$ cat src/rtl/bk_subtractor_seq_pkg.sv
// Shared types and constants for the slice-serial Brent-Kung subtractor.
package bk_subtractor_seq_pkg;
  localparam int SLICE_DEF  = 16;
  localparam int WIDTH_DEF  = 64;
  localparam int NUM_SLICES = WIDTH_DEF / SLICE_DEF;

  typedef enum logic [1:0] {IDLE, RUN, DONE} state_e;
endpackage

$ cat src/rtl/bk_slice_16.sv
// Combinational Brent-Kung adder slice with carry-in/carry-out (W must be a power of two, >= 2).
module bk_slice_16
  import bk_subtractor_seq_pkg::*;
#(
  parameter int W = SLICE_DEF
) (
  input  logic [W-1:0] a_i,
  input  logic [W-1:0] b_i,
  input  logic         cin_i,
  output logic [W-1:0] sum_o,
  output logic         cout_o
);
  logic [W-1:0] g, p;

  assign p = a_i ^ b_i;
  assign g = a_i & b_i;

  always_comb begin
    logic [W-1:0] gp, pp;
    gp = g;
    pp = p;
    // Fold carry-in into bit 0 so every group generate becomes a carry.
    gp[0] = g[0] | (p[0] & cin_i);
    // Up-sweep tree.
    for (int d = 1; d < W; d = d * 2)
      for (int i = 2 * d - 1; i < W; i = i + 2 * d) begin
        gp[i] = gp[i] | (pp[i] & gp[i-d]);
        pp[i] = pp[i] & pp[i-d];
      end
    // Down-sweep fills in the remaining prefixes.
    for (int d = W / 4; d >= 1; d = d / 2)
      for (int i = 3 * d - 1; i < W; i = i + 2 * d) begin
        gp[i] = gp[i] | (pp[i] & gp[i-d]);
        pp[i] = pp[i] & pp[i-d];
      end
    sum_o  = p ^ {gp[W-2:0], cin_i};
    cout_o = gp[W-1];
  end
endmodule

$ cat src/rtl/bk_subtractor_seq.sv
// Slice-serial subtractor: a - b - bin as a + ~b + ~bin, one SLICE per cycle through one BK slice.
module bk_subtractor_seq
  import bk_subtractor_seq_pkg::*;
#(
  parameter int WIDTH = WIDTH_DEF,
  parameter int SLICE = SLICE_DEF
) (
  input  logic             clk,
  input  logic             rst,
  input  logic             in_valid,
  output logic             in_ready,
  input  logic [WIDTH-1:0] a,
  input  logic [WIDTH-1:0] b,
  input  logic             bin,
  output logic             out_valid,
  input  logic             out_ready,
  output logic [WIDTH-1:0] diff,
  output logic             bout,
  output logic             ovf
);
  localparam int NS = WIDTH / SLICE;
  localparam int IW = (NS > 1) ? $clog2(NS) : 1;

  state_e           state_q, state_d;
  logic [IW-1:0]    idx_q, idx_d;
  logic [WIDTH-1:0] a_q, a_d, nb_q, nb_d, diff_q, diff_d;
  logic             carry_q, carry_d, bout_q, bout_d, ovf_q, ovf_d, ov_q, ov_d;
  logic [SLICE-1:0] a_sl, b_sl, sum_sl;
  logic             cout_sl, last;

  assign a_sl = a_q[idx_q*SLICE +: SLICE];
  assign b_sl = nb_q[idx_q*SLICE +: SLICE];
  assign last = (idx_q == IW'(NS - 1));

  bk_slice_16 #(.W(SLICE)) u_slice (
    .a_i   (a_sl),
    .b_i   (b_sl),
    .cin_i (carry_q),
    .sum_o (sum_sl),
    .cout_o(cout_sl)
  );

  always_comb begin
    state_d = state_q;
    idx_d   = idx_q;
    a_d     = a_q;
    nb_d    = nb_q;
    carry_d = carry_q;
    diff_d  = diff_q;
    bout_d  = bout_q;
    ovf_d   = ovf_q;
    ov_d    = 1'b0;
    case (state_q)
      IDLE: if (in_valid) begin
        a_d     = a;
        nb_d    = ~b;
        carry_d = ~bin;
        idx_d   = '0;
        state_d = RUN;
      end
      RUN: begin
        diff_d[idx_q*SLICE +: SLICE] = sum_sl;
        carry_d = cout_sl;
        idx_d   = idx_q + 1'b1;
        if (last) begin
          idx_d   = '0;
          state_d = DONE;
          bout_d  = ~cout_sl;
          // Operand MSBs differ exactly when a and ~b MSBs match.
          ovf_d   = (a_q[WIDTH-1] == nb_q[WIDTH-1]) && (sum_sl[SLICE-1] != a_q[WIDTH-1]);
        end
      end
      DONE: begin
        ov_d = 1'b1;
        if (ov_q && out_ready) begin
          ov_d    = 1'b0;
          state_d = IDLE;
        end
      end
      default: state_d = IDLE;
    endcase
  end

  always_ff @(posedge clk) begin
    if (rst) begin
      state_q <= IDLE;
      idx_q   <= '0;
      a_q     <= '0;
      nb_q    <= '0;
      carry_q <= 1'b0;
      diff_q  <= '0;
      bout_q  <= 1'b0;
      ovf_q   <= 1'b0;
      ov_q    <= 1'b0;
    end else begin
      state_q <= state_d;
      idx_q   <= idx_d;
      a_q     <= a_d;
      nb_q    <= nb_d;
      carry_q <= carry_d;
      diff_q  <= diff_d;
      bout_q  <= bout_d;
      ovf_q   <= ovf_d;
      ov_q    <= ov_d;
    end
  end

  assign in_ready  = (state_q == IDLE);
  assign out_valid = ov_q;
  assign diff      = diff_q;
  assign bout      = bout_q;
  assign ovf       = ovf_q;
endmodule

$ cat config.mk
export PLATFORM = sky130hd
export DESIGN_NAME = bk_subtractor_seq
export DESIGN_NICKNAME = d
export VERILOG_FILES = /design/src/rtl/bk_subtractor_seq_pkg.sv /design/src/rtl/bk_slice_16.sv /design/src/rtl/bk_subtractor_seq.sv
export SDC_FILE = /design/constraint.sdc
export NUM_CORES = 1
export LEC_CHECK = 0
export BUFFER_PORTS_ARGS = -buffer_cell sky130_fd_sc_hd__buf_2
export CORE_MARGIN = 8
export CORE_UTILIZATION = 25
export DETAILED_ROUTE_END_ITERATION = 6
export GPL_ROUTABILITY_DRIVEN = 0
export HOLD_SLACK_MARGIN = 0.12
export PLACE_DENSITY_LB_ADDON = 0.25
export SYNTH_ARGS = -nofsm -noshare
export SYNTH_HDL_FRONTEND = slang
export SYNTH_SLANG_ARGS = --single-unit
$ cat constraint.sdc
create_clock -name clk -period 7.3 [get_ports clk]
set_input_delay 1.46 -clock clk [delete_from_list [all_inputs] [get_ports clk]]
set_output_delay 1.46 -clock clk [all_outputs]
set_load 0.01 [all_outputs]
**After elaboration in Yosys (flattened, before gate mapping)**

Cells that the tools add are included.

- Flip-flop bits (word level): 200
- Latch bits: 0
- Memory bits (writable): 0
- Memory bits (read-only): 0
- Memories kept: 0

- Add/subtract/negate cells: 2
- Multipliers: 0
- Div/mod/pow operators: 0
- $lt $le $gt $ge: 0
- Eq/ne operators: 8
- Shift-type cells: 4
- Muxes and demuxes: 11
- Bitwise gates (word level): 72
- Reduce and logical (&&, ||, !) cells: 9

Operators with widths:

| operator | number |
|---|---|
| $shiftx A64 B7 Y16 | 2 |
| $bwmux W64 | 1 |
| $not A64 Y64 | 1 |
| $shift A16 B34 Y64 const A | 1 |
| $shiftx A16 B34 Y64 | 1 |
| $and A1 B1 Y1 | 38 |
| $neg A6 Y34 | 1 |
| $xor A16 B16 Y16 | 2 |
| $or A1 B1 Y1 | 27 |
| $and A16 B16 Y16 | 1 |
| $mux W2 | 5 |
| $ne A2 B2 Y1 const B | 3 |
| $pmux W2 S3 | 1 |
| $reduce_and A2 Y1 | 3 |
| $eq A2 B2 Y1 const B | 2 |
| $pmux W2 S2 | 1 |
| $not A1 Y1 | 3 |
| $reduce_and A3 Y1 | 1 |
| $add A2 B1 Y2 const B | 1 |
| $eq A2 B1 Y1 const B | 1 |
| $logic_and A1 B1 Y1 | 2 |
| $logic_not A2 Y1 | 1 |
| $mux W1 | 2 |
| $pmux W1 S2 | 1 |
| other kinds (4) | 4 |

**Depth between registers and ports, before layout**

- Word-level depth: 19
- Gate-level depth with buffers: 16
- Mapped depth without buffers: 14

**Cells and area by module**

Synthesis repeated with hierarchy kept, for this count alone.

- Cells, all modules: 871
- Area, all modules: 8333.0 um^2

By module, submodules not included:

| module | times used | cells an instance | area an instance (um^2) | sequential area each (um^2) |
|---|---|---|---|---|
| bk_subtractor_seq | 1 | 801 | 7687.4 | 4003.8 |
| bk_slice_16 | 1 | 70 | 645.6 | 0.0 |

**Worst setup path before layout**

Ideal clock, no wire load.

- Path kind: register to register
- From: register idx_q[0]
- To: register ovf_q, in the netlist ovf
- Setup time: 131 ps
- Data arrival time: 3949 ps
- Setup slack: 3220 ps
- Cell stages (with the launch flop): 17
- Clock period less this slack: 4080 ps
- Cells stage by stage: dfxtp_1 buf_4 buf_2 mux4_2 fa_1 inv_1 fa_1 nand2b_1 a21oi_1 o2111ai_1 nand2_1 a221o_1 fa_1 xor2_1 nor2_1 a211oi_1 nor3_1

- Longest elaborated chain between the ends: 19

Ends and longest elaborated chain:

| what | line | RTL |
|---|---|---|
| start, declared | bk_subtractor_seq.sv:25 | `logic [IW-1:0] idx_q, idx_d;` |
| start signal, assigned | bk_subtractor_seq.sv:97 | `idx_q <= idx_d;` |
| $shiftx A64 B7 Y16 (on tied branches) | bk_subtractor_seq.sv:31, bk_subtractor_seq.sv:32 |  |
| $xor A16 B16 Y16 | bk_slice_16.sv:15 | `assign p = a_i ^ b_i;` |
| $and A1 B1 Y1 | bk_slice_16.sv:23 | `gp[0] = g[0] \| (p[0] & cin_i);` |
| $or A1 B1 Y1 | bk_slice_16.sv:23 |  |
| $and A1 B1 Y1 | bk_slice_16.sv:27 | `gp[i] = gp[i] \| (pp[i] & gp[i-d]);` |
| $or A1 B1 Y1 | bk_slice_16.sv:27 |  |
| $and A1 B1 Y1 | bk_slice_16.sv:27 |  |
| $or A1 B1 Y1 | bk_slice_16.sv:27 |  |
| [... 3 more ...] | n/a |  |
| $or A1 B1 Y1 | bk_slice_16.sv:33 | `gp[i] = gp[i] \| (pp[i] & gp[i-d]);` |
| $and A1 B1 Y1 | bk_slice_16.sv:33 |  |
| $or A1 B1 Y1 | bk_slice_16.sv:33 |  |
| $and A1 B1 Y1 | bk_slice_16.sv:33 |  |
| $or A1 B1 Y1 | bk_slice_16.sv:33 |  |
| $xor A16 B16 Y16 | bk_slice_16.sv:36 | `sum_o = p ^ {gp[W-2:0], cin_i};` |
| $ne A1 B1 Y1 | bk_subtractor_seq.sv:70 | `ovf_d = (a_q[WIDTH-1] == nb_q[WIDTH-1]) && (sum_sl[SLICE-1] != a_q[WIDTH-1]);` |
| $logic_and A1 B1 Y1 | bk_subtractor_seq.sv:70 |  |
| end signal, assigned | bk_subtractor_seq.sv:103 | `ovf_q <= ovf_d;` |
| end, declared | bk_subtractor_seq.sv:27 | `logic carry_q, carry_d, bout_q, bout_d, ovf_q, ovf_d, ov_q, ov_d;` |

Parallel ways exist; a longest one is shown, timed or not.
A chain may end at the register's enable or synchronous reset.

**Final worst setup path**

- From: register idx_q[1]
- To: register ovf_q, in the netlist ovf

Same word-level chain as after synthesis.

==> flow_summary.toml <==
[cells_and_area]
final_nets = 1193
drive_gt1_share_pct = 27.1
stdcell_count = 1486
synthToLayoutAreaGrowth_pct = 23.1
num_antenna_cells = 0

[timing]
hold_viol = 0
layout_setup_ws_ps = 2850
timing.final.crit_period_ps = 4450
setup_viol = 0
fin_crit_sh_pct = 61.0
slew_headroom_pct = 28.3
whs_ps = 456
tightest_slew_ps = 1070
fmax_mhz = 225
finClkSkew_ps = 22.9
fin_setup_tns_ps = 0
drv_slew = 0
rsz0062_at_grt = "no"

[yosys]
synthFlopType = "dfxtp_1"
synth.cell_area_mm2 = 0.00830
synth_area_leaders = "dfxtp_1 (48%), mux4_2 (8.7%), nand2_1 (6.4%)"
yosysWarnings = 0
syn_area_per_cell_um2 = 9.51
synth_top_cell_by_area = "dfxtp_1"
syn_nets = 1035
synth_edf_count = 0
yosysSeqAreaShare_pct = 48.2
synthSimpleGateAreaFrac_pct = 15.3
ys_ff_latch = 200
synth.area.mux_share_pct = 8.68
synth_top_family_by_area = "compound AO/OA/AOI/OAI gates"
synthAdderAreaFrac_pct = 5.19
yosysMostFrequentCell = "dfxtp_1"
async_flop_share_pct = 0
synthDistinctLibCells = 38
synth_compound_area_share_pct = 17.4
yosysTopAreaCellShare_pct = 48.2
synthTopCellsByCount = "dfxtp_1 (200), nand2_1 (141), nor2_1 (138), a21oi_1 (78), a211oi_1 (66)"
synthCells = 873
synth_xor_area_share_pct = 0.739

[critical_path]
worstPathRequired_ps = 7610
path_cells = "buf_4, mux4_2, ha_1, o211ai_1, a21oi_1, o2111ai_1, nand2_1, a221o_1, fa_1, xor2_1, nor2_1, a211oi_1, nor3_1"
r2r_start = "idx_q[1]$_SDFFE_PP0P_"
critical-path-top-delay-family = "compound AO/OA/AOI/OAI gates"
worst-r2r-setup-slack_ps = 2850
cp_slowest_cell = "dfxtp_2"
worstReg2RegEnd = "ovf$_SDFFE_PP0P_"
max_stage_delay_ps = 760
endpoint = "ovf$_SDFFE_PP0P_"
worstSetupStartpointType = "flip-flop"
end_kind = "flip-flop"
reg2reg_depth = 13
crit_buf_inv = 1
critPathMaxFanout = 24
arrival_ps = 4760
worstSetupPathDepth = 13
startpoint = "idx_q[1]$_SDFFE_PP0P_"
crit_type = "reg2reg"

[power]
total_power_uw = 2550
power_density_mw_per_mm2 = 250
p_leak_uw = 0.00417
max-vdd-ir-drop_mv = 0.170

[drt]
vias = 6794
drtIter0Drc = 427
routedWlPerCell_um = 18.6
ant_nets = 0
drc = 0
detailedRoute.firstPassIterationCount = 5
vias_per_cell = 4.57
totalWireLength_um = 27700

[cts]
clkTransAtPathRegs_ps = 90
hold_buffers = 0
cts_buffers = 17
cts_tree = "done"
cts_root_buffer = "clkbuf_16"
clock_latency_ps = 460
cts_resized = 0
cts_setup_buffers = 0
clockBufferDepth = 2
htree_levels = 4
clock-sinks = 200

[floorplan]
io_pins = 201
initial_core_util_pct = 25.4
rows = 66
die_area_mm2 = 0.0393
core_area_mm2 = 0.0326
die_x_um = 198
die_y_um = 198

[run]
cap_violations = 0

[status]
status = "finished, final reports clean"

[placed_design]
preCtsSetupSlack_ps = 2850
dp_cells = 1454
post-dp-hpwl_um = 20700
portBuffers = 200

[grt]
grt_max_degree = 127
grt_pass1_wl_um = 41700
gr-usage-all-layers_pct = 14.0
antenna_found_initial = 0
grt_pass1_vias = 6780
overflow = 0

[worst_hold_path]
hold_path.class = "reg2reg"
min_from = "a_q[0]$_SDFFE_PP0P_"
hold_depth = 2
## where the power goes
part	leakage [uW]	internal, uW	switching [uW]
clock	0.000296	523	473
combinational	0.00223	138	227
sequential	0.00164	1150	39.7
total	0.00417	1810	739
## kinds of logic after synthesis
kind of cell	Yosys count
buffers and inverters	84
DFF	200
adders and majority gates	29
muxes	32
and+or+nand+nor	302
xor gates and xnor gates	7
AOI/OAI and AO/OA	219
## per-layer routing
layer	global-route usage (%)	part of all wire, %
met2	23.6	49
met4	3.79	1.2
met5	0	0
met1	18.0	45
met3	2.94	5.1
## how the worst min path moves through the flow
| stage | slack, ps | endpoint |
|---|---|---|
| after floorplan | 430 | a_q[32]$_SDFFE_PP0P_ |
| after global placement | 440 | a_q[57]$_SDFFE_PP0P_ |
| after detailed placement | 440 | a_q[45]$_SDFFE_PP0P_ |
| after CTS | 460 | a_q[45]$_SDFFE_PP0P_ |
| after global routing | 480 | a_q[0]$_SDFFE_PP0P_ |
| final | 460 | a_q[0]$_SDFFE_PP0P_ |
## tightest hold or removal path, delay by kind of cell, from the launching register on
| family | cells | cell delay [ps] |
|---|---|---|
| and+or+nand+nor | 1 | 50 |
| AOI/OAI and AO/OA | 1 | 50 |
| DFF | 1 | 310 |
## sequential cells by signal, indices dropped and copies added (netlist names)
name       count
a_q           64
bout           1
carry_q        1
diff          64
idx_q          2
nb_q          64
out_valid      1
ovf            1
state_q        2
## final cells by class
class | instances | area (um2)
tap | 442 | 553
timing repair buffer | 206 | 1050
clock inverter | 15 | 183
sequential | 200 | 4010
inverter | 17 | 63.8
clock buffer | 17 | 425
multi-input combinational | 589 | 3930
fill | 3402 | 22400
## placed cells by master, fill, tap and decap left out, types with 3 or more instances in the layout
cell type / instances
nor2_1: 138
inv_6: 3
inv_1: 17
dfxtp_1: 198
inv_8: 6
a21oi_1: 78
clkbuf_16: 17
buf_2: 199
xor2_1: 4
nand2_2: 3
nand2b_1: 5
mux4_2: 32
xnor2_1: 3
nand2_1: 140
o21ai_0: 4
ha_1: 20
a211oi_1: 66
fa_1: 9
a22oi_1: 64
buf_4: 6
nor4b_4: 3
## stage by stage
stage / area (um2) / util, %
after floorplan: 8300 / -
after global placement: 9610 / 29.5
after detailed placement: 9610 / 29.5
after CTS: 10200 / 31.3
after global routing: 10200 / 31.3
final: 10200 / 31.3
Power figures use the tool's default switching activity.
